File: src/rtl/regfile_wr_arb.sv
// regfile_wr_arb
// Write-port arbiter in front of a single-write-port register file.
// After reset it can zero-sweep all 256 registers (CLEAR). It then
// arbitrates between the pipeline write-back port (A) and the
// load-return/debug port (B) (RUN).
//
// A has strict priority and no backpressure. B requests go through a
// 2-entry FIFO and drain only in cycles where A is idle. A saturating
// starve counter raises stall_req so the pipeline can let B drain.
//
// Ports
//   clock      : global clock, all state updates on posedge
//   rst_n      : asynchronous active-low reset
//   a_valid    : A write request (no backpressure)
//   a_addr     : A write address
//   a_data     : A write data
//   b_valid    : B write request
//   b_ready    : B accepted when b_valid && b_ready at posedge
//   b_addr     : B write address
//   b_data     : B write data
//   wr_en      : registered regfile write enable
//   wr_addr    : registered regfile write address
//   wr_data    : registered regfile write data
//   init_done  : clear sweep complete, port usable
//   stall_req  : asks the pipeline to drop a_valid so B can drain
//   err_drop   : sticky, an A write arrived during CLEAR and was dropped
`timescale 1ns/1ps
module regfile_wr_arb #(
  parameter int unsigned STARVE_LIMIT   = 8,
  parameter bit          CLEAR_ON_RESET = 1'b1
) (
  input  logic        clock,
  input  logic        rst_n,
  input  logic        a_valid,
  input  logic [7:0]  a_addr,
  input  logic [31:0] a_data,
  input  logic        b_valid,
  output logic        b_ready,
  input  logic [7:0]  b_addr,
  input  logic [31:0] b_data,
  output logic        wr_en,
  output logic [7:0]  wr_addr,
  output logic [31:0] wr_data,
  output logic        init_done,
  output logic        stall_req,
  output logic        err_drop
);

  localparam int unsigned   SW         = $clog2(STARVE_LIMIT + 1);
  localparam logic [SW-1:0] STARVE_MAX = SW'(STARVE_LIMIT);

  typedef enum logic {
    CLEAR,
    RUN
  } state_t;

  state_t        state;
  // Bit 8 marks that all 256 clear writes have been issued.
  logic [8:0]    clr_cnt;

  // FIFO entries are {addr, data}.
  logic [39:0]   fifo_mem [2];
  logic          wr_ptr;
  logic          rd_ptr;
  logic [1:0]    count;
  logic [1:0]    count_nxt;
  logic [39:0]   head;

  logic [SW-1:0] starve;
  logic [SW-1:0] starve_nxt;
  logic          push;
  logic          pop;

  // The FIFO head only drains when A is idle. Push and pop in the same
  // cycle leave the occupancy unchanged. The starve counter counts
  // cycles in which a pending B entry loses to A.
  always_comb begin
    push       = (state == RUN) && b_valid && b_ready;
    pop        = (state == RUN) && !a_valid && (count != 2'd0);
    head       = fifo_mem[rd_ptr];
    count_nxt  = count + {1'b0, push} - {1'b0, pop};
    starve_nxt = starve;
    if (pop || (count == 2'd0)) begin
      starve_nxt = '0;
    end else if (a_valid && (starve != STARVE_MAX)) begin
      starve_nxt = starve + 1'b1;
    end
  end

  // FIFO storage holds only data, so it needs no reset. The count and
  // pointers decide which entries are valid.
  always_ff @(posedge clock) begin
    if (push) begin
      fifo_mem[wr_ptr] <= {b_addr, b_data};
    end
  end

  // Main FSM. Every output is registered, so a grant in cycle N shows on
  // the write port in cycle N+1.
  //
  // CLEAR issues addresses 0..255. It then spends one more cycle in
  // CLEAR with wr_en low before entering RUN. In that same edge it raises
  // init_done and b_ready, so the port becomes usable on the cycle after
  // the last clear write.
  always_ff @(posedge clock or negedge rst_n) begin
    if (!rst_n) begin
      state     <= CLEAR_ON_RESET ? CLEAR : RUN;
      clr_cnt   <= 9'd0;
      wr_en     <= 1'b0;
      wr_addr   <= 8'd0;
      wr_data   <= 32'd0;
      b_ready   <= 1'b0;
      init_done <= 1'b0;
      stall_req <= 1'b0;
      err_drop  <= 1'b0;
      count     <= 2'd0;
      wr_ptr    <= 1'b0;
      rd_ptr    <= 1'b0;
      starve    <= '0;
    end else begin
      case (state)
        CLEAR: begin
          if (a_valid) begin
            err_drop <= 1'b1;
          end
          if (!clr_cnt[8]) begin
            wr_en   <= 1'b1;
            wr_addr <= clr_cnt[7:0];
            wr_data <= 32'd0;
            clr_cnt <= clr_cnt + 9'd1;
          end else begin
            wr_en     <= 1'b0;
            state     <= RUN;
            init_done <= 1'b1;
            b_ready   <= 1'b1;
          end
        end

        RUN: begin
          init_done <= 1'b1;
          if (a_valid) begin
            wr_en   <= 1'b1;
            wr_addr <= a_addr;
            wr_data <= a_data;
          end else if (count != 2'd0) begin
            wr_en   <= 1'b1;
            wr_addr <= head[39:32];
            wr_data <= head[31:0];
          end else begin
            wr_en <= 1'b0;
          end

          if (push) begin
            wr_ptr <= ~wr_ptr;
          end
          if (pop) begin
            rd_ptr <= ~rd_ptr;
          end
          count   <= count_nxt;
          b_ready <= (count_nxt != 2'd2);
          starve  <= starve_nxt;

          // stall_req rises with the counter hitting the limit and holds
          // until the starved entry finally drains.
          if (pop) begin
            stall_req <= 1'b0;
          end else if (starve_nxt == STARVE_MAX) begin
            stall_req <= 1'b1;
          end
        end

        default: begin
          state <= RUN;
        end
      endcase
    end
  end

endmodule
File: config.mk
export PLATFORM = sky130hd
export DESIGN_NAME = regfile_wr_arb
export DESIGN_NICKNAME = d
export VERILOG_FILES = /design/src/rtl/regfile_wr_arb.sv
export SDC_FILE = /design/constraint.sdc
export NUM_CORES = 1
export LEC_CHECK = 0
export CORE_ASPECT_RATIO = 1.75
export CORE_MARGIN = 3
export CORE_UTILIZATION = 30
export CTS_BUF_LIST = sky130_fd_sc_hd__clkbuf_2
export CTS_CLUSTER_DIAMETER = 120
export DETAILED_ROUTE_END_ITERATION = 7
export PLACE_DENSITY = 0.58
export SYNTH_ARGS = -nofsm -noshare
export SYNTH_HDL_FRONTEND = slang
export SYNTH_SLANG_ARGS = --single-unit
File: constraint.sdc
create_clock -name clock -period 9.4 [get_ports clock]
set_clock_uncertainty 0.2 [all_clocks]
set_input_delay 2.35 -clock clock [delete_from_list [all_inputs] [get_ports clock]]
set_output_delay 2.35 -clock clock [all_outputs]
set_load 0.005 [all_outputs]
==> Yosys cells after proc, flatten, opt, wreduce, memory -nomap -nowiden <==
Memory sizes are Yosys's and may differ from the RTL's.
Index checks and enable logic that the tools add are counted.
{ "classes": {"add_sub_neg": 4, "mul": 0, "n_div": 0, "n_lt_le_gt_ge": 0, "eq_ne": 6, "shifts": 0, "n_mux": 24, "bitwise_logic": 4, "n_reduce_logical": 16} }
{ "op_table": {"columns": ["operator", "count"], "rows": [
  ["$mux W32", 3],
  ["$pmux W32 S2", 1],
  ["$mux W8", 3],
  ["$pmux W8 S2", 1],
  ["$reduce_and A2 Y1", 6],
  ["$mux W1", 10],
  ["$add A9 B1 Y9 const B", 1],
  ["$mux W9", 1],
  ["$mux W4", 2],
  ["$ne A2 B2 Y1 const B", 3],
  ["$pmux W1 S2", 3],
  ["$logic_and A1 B1 Y1", 5],
  ["$add A4 B1 Y4 const B", 1],
  ["$eq A4 B4 Y1 const B", 1],
  ["$ne A4 B4 Y1 const B", 1],
  ["$not A1 Y1", 4],
  ["$reduce_bool A2 Y1", 2],
  ["$ne A3 B2 Y1 const B", 1],
  ["$add A2 B1 Y2", 1],
  ["$logic_not A2 Y1", 1],
  ["$sub A2 B1 Y2", 1],
  ["$logic_not A1 Y1", 1],
  ["$logic_or A1 B1 Y1", 1]
]} }
{ "word_totals": {"reg_bits": 63, "latch_bits": 0, "ram_bits": 80, "romBits": 0, "in_bits": 84, "output_inout_bits": 45, "word_cells": 69, "n_memories": 1} }
{ "memory_table": {"columns": ["memory", "words", "word_bits", "read_ports", "rd_ports_with_merged_regs", "write_ports", "line_no", "rtl"], "rows": [
  ["fifo_mem", 2, 40, 1, 0, 1, "62", "logic [39:0] fifo_mem [2];"]
]} }

==> Logic depth before layout (Yosys ltp) <==
{ "logic_depth": {"depth_word": 8, "ltp_mapped": 10, "depth_no_buf": 8} }

==> Worst setup path after synthesis <==
No wires, ideal clock.
{ "synth_path": {"path_type": "input-to-reg", "from": "input port b_valid", "to": "memory fifo_mem[0][0], enable pin", "setup_ns": 0.438, "arrival_time_ns": 4.203, "t_required_ns": 8.762, "slack_ns": 4.560, "stages": 2, "path_buffers": 0, "cell_sequence": "nand3_1 > nor2_1"} }
{ "synth_between": {"elab_chain_cells": 4} }
{ "synth_rtl": {"columns": ["item", "line_no", "rtl"], "rows": [
  ["from (decl)", "37", "input logic b_valid,"],
  ["$logic_and A1 B1 Y1 (2 in a row)", "78", "push = (state == RUN) && b_valid && b_ready;"],
  ["$mux W1", "93", "if (push) begin"],
  ["$mux W1 (not written as such)", "94", "fifo_mem[wr_ptr] <= {b_addr, b_data};"],
  ["to (decl)", "62", null]
]} }
Every way passes these cells.

==> Worst setup path in the final report <==
{ "layout_path": {"from": "input port a_valid", "to": "register b_ready"} }
{ "layout_between": {"elab_chain_cells": 6} }
{ "layout_rtl": {"columns": ["item", "line_no", "rtl"], "rows": [
  ["from (decl)", "34", "input logic a_valid,"],
  ["$logic_not A1 Y1", "79", "pop = (state == RUN) && !a_valid && (count != 2'd0);"],
  ["$logic_and A1 B1 Y1 (2 in a row)", "79", null],
  ["$sub A2 B1 Y2", "81", "count_nxt = count + {1'b0, push} - {1'b0, pop};"],
  ["$ne A2 B2 Y1", "160", "b_ready <= (count_nxt != 2'd2);"],
  ["$pmux W1 S2", "121", "case (state)"],
  ["to (signal assigned)", "160", null],
  ["to (decl)", "38", "output logic b_ready,"]
]} }
Every way passes these cells.
A chain may end at the register's enable or synchronous reset.

==> results.toml <==
[drt]
drc = 0
wl_met2_mm = 8.07
vias = 4004
drt-total-wl_mm = 14.3
viasPerCell = 4.78
ant_nets = 0
wl_met3_um = 623
firstDrtPassIters = 6
wl_met1_mm = 5.28
drt_iter0_drc = 217
top_layer = "met4"
wl_per_cell_um = 17.1

[setup_path]
timing.rr.start = "state"
startpoint = "a_valid"
worstPathCellList = "buf_2 -> buf_4 -> nand2b_4 -> nor2_4 -> ha_1 -> inv_1 -> ha_1 -> xor2_1 -> xnor2_1 -> o32a_1"
crit_path_start_kind = "input port"
critPathRequiredTime_ns = 9.74
crit_family = "simple AND/OR/NAND/NOR gates"
critPathMaxFanout = 56
cp_num_buf_inv = 3
max_stage_delay_ns = 0.70
path_class = "in -> reg"
crit_top_cell = "ha_1"
cp-end-kind = "flop"
cpMaxStageDelayCell = "nor2_4"
arrival_ns = 4.91

[yosys]
synth_seq_cells = 143
syn_area_per_cell_um2 = 12.7
synth_cells = 459
ys_types = 39
seq_area_frac_synth_pct = 68.3
syn_nets = 548
synth_warnings = 0
synth_edf_count = 80
synth_area_um2 = 5830
ys.flop_type = "edfxtp_1"
async_flop_share_pct = 44.1

[global_route]
antenna_found_initial = 2
grt_max_degree = 64
grt_usage_pct = 13.7
grt-ovfl-total = 0
grt_pass1_vias = 4150
grt_pass1_wl_mm = 22.2

[placed_design]
gp_congestion = 0.767
placement.io_buffers = 128
post-dp-hpwl_mm = 9.98
dp.cells = 804

[cells_and_area]
layout_common_cells = "clkdlybuf4s50_1 (126), edfxtp_1 (80), dfrtp_1 (62)"
syn_to_final_growth_pct = 29.6
instances_no_fill = 838
final_common_cell = "clkdlybuf4s50_1"
drive_gt1_share_pct = 7.86
final_core_util_pct = 40.1
nets = 674

[sta]
fmax_mhz = 219
period_needed_ns = 4.56
hold_viol = 0
grt_setup_unrepaired = "no"
tns_ns = 0
worstMarginPinSlew_ns = 0.882
setup-violations-final = 0
max_slew_margin_pct = 41.0
drv_slew = 0
period_share_pct = 48.6

[floorplan]
die_y_um = 190
ios = 129
start_util_pct = 30.9
core_area_um2 = 18800
fp.dieArea_um2 = 21200
num_rows = 66
die_w_um = 111

[clock_tree]
cts.repair.resized = 0
post_cts_buffers = 0
cts.sinks = 143
clk_path_buf_depth = 2
cts.clk_slew.worst_paths_ns = 0.19
tritoncts = "built"
cts_buffers = 17
cts-root-buf = "clkbuf_2"
clk_latency_ns = 0.66
htree_levels = 4
hold_buffers = 0

[status]
status = "finished clean"

[power_and_ir_drop]
ir_drop_v = 0.0000572
power_mw = 1.06
p_per_area_nw_per_um2 = 140
power_leakage_nw = 2.76

[job]
drv_cap = 0

[min_path]
min_from = "err_drop"
hold_class = "reg -> reg"
-- metal layers --
metal  global-route usage [%]  vias up
met5                        0        -
li1                         -     1907
met3                     2.89       16
met4                     6.18        0
met2                     25.3      102
met1                     14.9     1979
-- power breakdown --
group          leakage [nW]          switching [mW]  total (mW)  internal, mW
Clock                 0.136                   0.221       0.342         0.120
Sequential             1.56  0.00000000000000000882       0.663         0.663
Combinational          1.06                  0.0208      0.0536        0.0328
-- metrics by stage --
stage               area [um^2]  hold slack [ns]  worst slack, ns
floorplan                  5830            0.238             4.56
global placement           7320            0.241             4.25
detailed placement         7320            0.248             4.14
CTS                        7550            0.286             4.90
global route               7550            0.304             4.72
finish                     7550            0.282             4.84
-- sequential cells by signal (all words and copies together), names as in the netlist, 2 cells and up --
signal    flops
clr_cnt       9
count         2
fifo_mem     80
starve        4
wr_addr       8
wr_data      32
-- cell usage after synthesis (8+ instances only) --
cell	instances	area, um^2
nor2b_1	35	219
a211oi_1	32	240
dfrtp_1	63	1580
inv_1	8	30.0
nand2_1	53	199
xnor2_1	9	78.8
buf_4	8	60.1
nor2_1	10	37.5
mux2i_1	8	80.1
a21oi_1	47	235
o21ai_0	44	220
edfxtp_1	80	2400
-- kinds of logic (layout without fill, tap and decap cells) --
family	Yosys count	count (layout)	synth area share (%)
buffers and inverters	37	176	3.18
xor gates and xnor gates	13	13	1.95
muxes	10	10	1.76
adders and majority gates	5	5	1.07
and+or+nand+nor	117	117	9.94
DFF	143	143	68.3
AOI/OAI and AO/OA	134	134	13.8
other	0	2	0
-- area by class of cell --
cell class              instances  area (um^2)
inverters                       9         33.8
clock buffers                  17         85.1
diodes                          2         5.00
multi-input cells             279         1680
flip-flops and latches        143         3980
clock inverters                15          144
fillers                      1852        11300
well taps                     238          298
repair buffers                135         1320
-- worst reg2reg max path: cells and delay by family, from the launching register on --
family,cells,cell delay (ns)
simple gates,2,0.84
fa+ha+maj,2,0.53
xor+xnor,2,0.31
buf+inv,1,0.06
flops,1,0.87
compound gates,1,0.29
-- worst paths after layout --
| kind | slack [ns] | cells past startpoint | end |
|---|---|---|---|
| max | 4.84 | 10 | b_ready |
| min | 0.28 | 1 | err_drop |
| max reg2reg | 6.23 | 8 | b_ready |
| min reg2reg | 0.28 | 1 | err_drop |
| max in group asynchronous | 6.73 | 2 | rd_ptr |
| min in group asynchronous | 1.63 | 2 | wr_en |
Power figures use the tool's default switching activity.
==> patch 1, RTL diff (config.mk and constraints unchanged) <==
The parameter `STARVE_LIMIT` goes from 8 to 16.
--- a/src/rtl/regfile_wr_arb.sv
+++ b/src/rtl/regfile_wr_arb.sv
@@ -27,5 +27,5 @@
 `timescale 1ns/1ps
 module regfile_wr_arb #(
-  parameter int unsigned STARVE_LIMIT   = 8,
+  parameter int unsigned STARVE_LIMIT   = 16,
   parameter bit          CLEAR_ON_RESET = 1'b1
 ) (
Behaviour: same outputs for any inputs over 10 cycles, from zero or initial values and one cycle with rst_n low; that may be too few to reach the edited logic, so the function may still have changed.
==> patch 1 against the original RTL <==
- final area increased by 1.9%
- first-iteration DRC count is 35% lower
- sequential cell count is 1 higher
- area after synthesis rose by 2.2%
- power up 4.9%
- hold slack gained 2.6 ps
- register-to-register slack got worse by 190 ps
- non-clock buffer count is 2 lower
- worst setup slack got worse by 11 ps
- routed wire length shrank 1.6%
- critical path type unchanged
- highest routed layer unchanged
==> patch 1: results (changes against the original RTL) <==
outcome - finished clean
met2 WL - 8190 um (+1.4%)
ratio of cells with drive above 1 in the final layout - 8.60% (+0.74 points)
initial DRC count - 141 (-35%)
largest net degree at the start of global routing - 65 (+1.6%)
initial antenna violation count - 1 (-1)
Synth async-reset ratio - 44.4% (+0.39 points)
Final GP Congestion - 0.769 (+0.25%)
Pint - 0.000879 W (+7.7%)
mux cell area share after synthesis - 2.90% (+1.1 points)
gr usage total - 13.4% (-0.30 points)
total routed wirelength - 14100 um (-1.6%)
crit-path max FO - 58 (+3.6%)
first-pass GRT wire length - 22100 um (-0.68%)
Synth area leaders - edfxtp_1 40%, dfrtp_1 27%, a211oi_1 4.2%
Non-Filler Instances - 847 (+1.1%)
post-synthesis cell type count - 40 (+2.6%)
complex-gate fraction of the synthesized area - 13.7% (-0.11 points)
Sw Share - 20.9% (-2.0 points)
Comb pwr share - 4.8% (-0.3 points)
DP Area - 7430 um2 (+1.5%)
Via Count - 4014 (+0.25%)
Syn Nets - 558 (+1.8%)
r2r setup slk - 6040 ps (-190 ps)
Post-Synth Adder-Cell Area - 1.05% (-0.023 points)
Rel. slew slack - 35.2% (-5.8 points)
post-route met1 wirelength - 5260 um (-0.45%)
DP Wirelength - 9960 um (-0.24%)
placed cell count - 814 (+1.2%)
FMAX - 0.219 GHz (-0.24%)
vias in the first global route - 4189 (+0.94%)
synth cell count leaders - 80 x edfxtp_1, 64 x dfrtp_1, 58 x nand2_1
[patch 1: changes by cell type after synthesis, moves of 4 or more]
| cell | change |
|---|---|
| o21ai_0 | -35 |
| a21oi_1 | -12 |
| nand2_1 | +5 |
| nor2_1 | -7 |
| mux2i_1 | +7 |
| buf_4 | -4 |
| nand3_1 | -4 |
| o21ai_1 | +49 |
| and3_1 | +4 |
[patch 1: worst max-delay path, stage by stage]
cell,delay (ps)
buf_2,100
buf_4,310
nand2b_1,270
nor2_4,700
ha_1,360
inv_1,60
ha_1,160
xor2_1,240
xnor2_1,110
o32a_1,280
[patch 1: cell type report]
type                    instances  area, um2
multi-input cells             287       1770
clock inverters                11        164
clock buffers                  21        105
diodes                          1       2.50
flip-flops and latches        144       4010
fillers                      1879      11700
inverters                       9       33.8
well taps                     241        302
repair buffers                133       1310
[patch 1: worst min-delay path by stage]
| stage | endpoint | startpoint | slack [ps] | cells past startpoint |
|---|---|---|---|---|
| after detailed placement | err_drop$_DFFE_PN0P_ | err_drop$_DFFE_PN0P_ | 250 | 1 |
| final | clr_cnt[7]$_DFFE_PN0P_ | clr_cnt[7]$_DFFE_PN0P_ | 290 | 1 |
| after CTS | clr_cnt[7]$_DFFE_PN0P_ | clr_cnt[7]$_DFFE_PN0P_ | 290 | 1 |
| after floorplan | clr_cnt[7]$_DFFE_PN0P_ | clr_cnt[7]$_DFFE_PN0P_ | 240 | 1 |
| after global placement | err_drop$_DFFE_PN0P_ | err_drop$_DFFE_PN0P_ | 250 | 1 |
| after global routing | clr_cnt[7]$_DFFE_PN0P_ | clr_cnt[7]$_DFFE_PN0P_ | 340 | 1 |
==> patch 2, RTL diff (same flow settings) <==
Without the edit above. Reset style: synchronous (`rst_n`), changed in one clocked block. Comments in the files are not updated.
--- a/src/rtl/regfile_wr_arb.sv
+++ b/src/rtl/regfile_wr_arb.sv
@@ -103,5 +103,5 @@
   // init_done and b_ready, so the port becomes usable on the cycle after
   // the last clear write.
-  always_ff @(posedge clock or negedge rst_n) begin
+  always_ff @(posedge clock) begin
     if (!rst_n) begin
       state     <= CLEAR_ON_RESET ? CLEAR : RUN;
Behaviour: differs if rst_n is asserted again (counterexample within 4 cycles, from zero or initial values and one cycle with rst_n low); with rst_n held inactive, the same outputs for 10 cycles.
==> patch 2 against the original RTL <==
- sequential share of layout area fell by 3.7 points
- sequential cell count increased by 1
- count of clock-buffer cells in the layout is the same
- final area fell by 0.41%
- critical endpoint is now count[1]$_SDFFE_PN0P_
- fmax is 7.9% lower
- worst setup slack worse by 390 ps
- power increased by 8.6%
- area after synthesis shrank 0.39%
- register-to-register slack better by 250 ps
- synthesized cell count decreased by 9.4%
- routed wire length decreased by 3.8%
- die area down 0.37%
==> patch 2: results (changes against the original RTL) <==
ratio of cells with drive above 1 in the final layout - 13.8% (+6.0 points)
total routed wirelength - 13800 um (-3.8%)
Synth async-reset ratio - 0% (-44 points)
first-pass GRT wire length - 21500 um (-3.0%)
Worst path slowest cell - clkdlybuf4s50_1
DP Wirelength - 9380 um (-6.0%)
DRT Pass-1 Iters - 5 (-1)
Hold Slack - 311 ps (+28.3 ps)
Sw Pwr - 0.000260 W (+7.3%)
Non-Filler Instances - 789 (-5.8%)
maximum VDD drop - 0.0835 mV (+46%)
Synth area leaders - edfxtp_1 41%, dfxtp_1 22%, a222oi_1 5.5%
gr usage total - 13.1% (-0.55 points)
footprint of the multi-input gates - 1890 um2 (+13%)
synth cell count leaders - 80 x edfxtp_1, 64 x dfxtp_1, 40 x nor2b_1
vias per cell - 4.84 (+1.3%)
Rel. slew slack - 29.9% (-11 points)
Fillers - 1830 (-1.2%)
crit-path max FO - 35 (-38%)
hold path start - err_drop$_SDFFE_PN0P_
Final nets - 625 (-7.3%)
Seq/Total Area, Yosys - 63.5% (-4.8 points)
power density cells - 153 nW/um2 (+9.1%)
Syn Nets - 505 (-7.8%)
largest net degree at the start of global routing - 65 (+1.6%)
DP Area - 7210 um2 (-1.5%)
Worst path max stage delay - 820 ps (+120 ps)
outcome - finished clean
Worst Reg-to-Reg Cells - 10 (+2)
fin crit period - 4950 ps (+391 ps)
vias in the first global route - 4082 (-1.6%)
WHS Endpoint - err_drop$_SDFFE_PN0P_
Syn Inst Count - 416 (-9.4%)
Clk. pwr - 0.000426 W (+25%)
Final GP Congestion - 0.743 (-3.2%)
total leakage power - 2.41 nW (-13%)
post-synthesis cell type count - 47 (+21%)
Crit Reg-Reg Endpoint - count[1]$_SDFFE_PN0P_
placed cell count - 755 (-6.1%)
R2R Path Start - state$_SDFF_PN0_
initial DRC count - 267 (+23%)
## patch 2: logic make-up after synthesis
group                      count (synthesis)  share of synthesized area, %
and+or+nand+nor                           94                          9.85
muxes                                     48                          8.97
xor gates and xnor gates                  12                          1.81
buffers and inverters                     37                          4.16
DFF                                      144                          63.5
adders and majority gates                  5                          1.08
AOI/OAI and AO/OA                         76                          10.7
## patch 2: cell type report
type | instances | area share (%)
diodes | 2 | 0.0665
clock buffers | 17 | 1.13
clock inverters | 15 | 2.99
inverters | 6 | 0.299
multi-input cells | 235 | 25.2
flip-flops and latches | 144 | 49.0
well taps | 238 | 3.96
repair buffers | 132 | 17.4
## patch 2: metal layers
metal | vias up | part of all wire, % | global-route usage [%] | wire length, um
li1 | 1828 | - | - | -
met1 | 1873 | 38 | 13.5 | 5250
met2 | 104 | 57 | 24.7 | 7820
met3 | 12 | 3.6 | 2.86 | 499
met4 | 0 | 1.7 | 6.70 | 229
met5 | - | 0 | 0 | 0
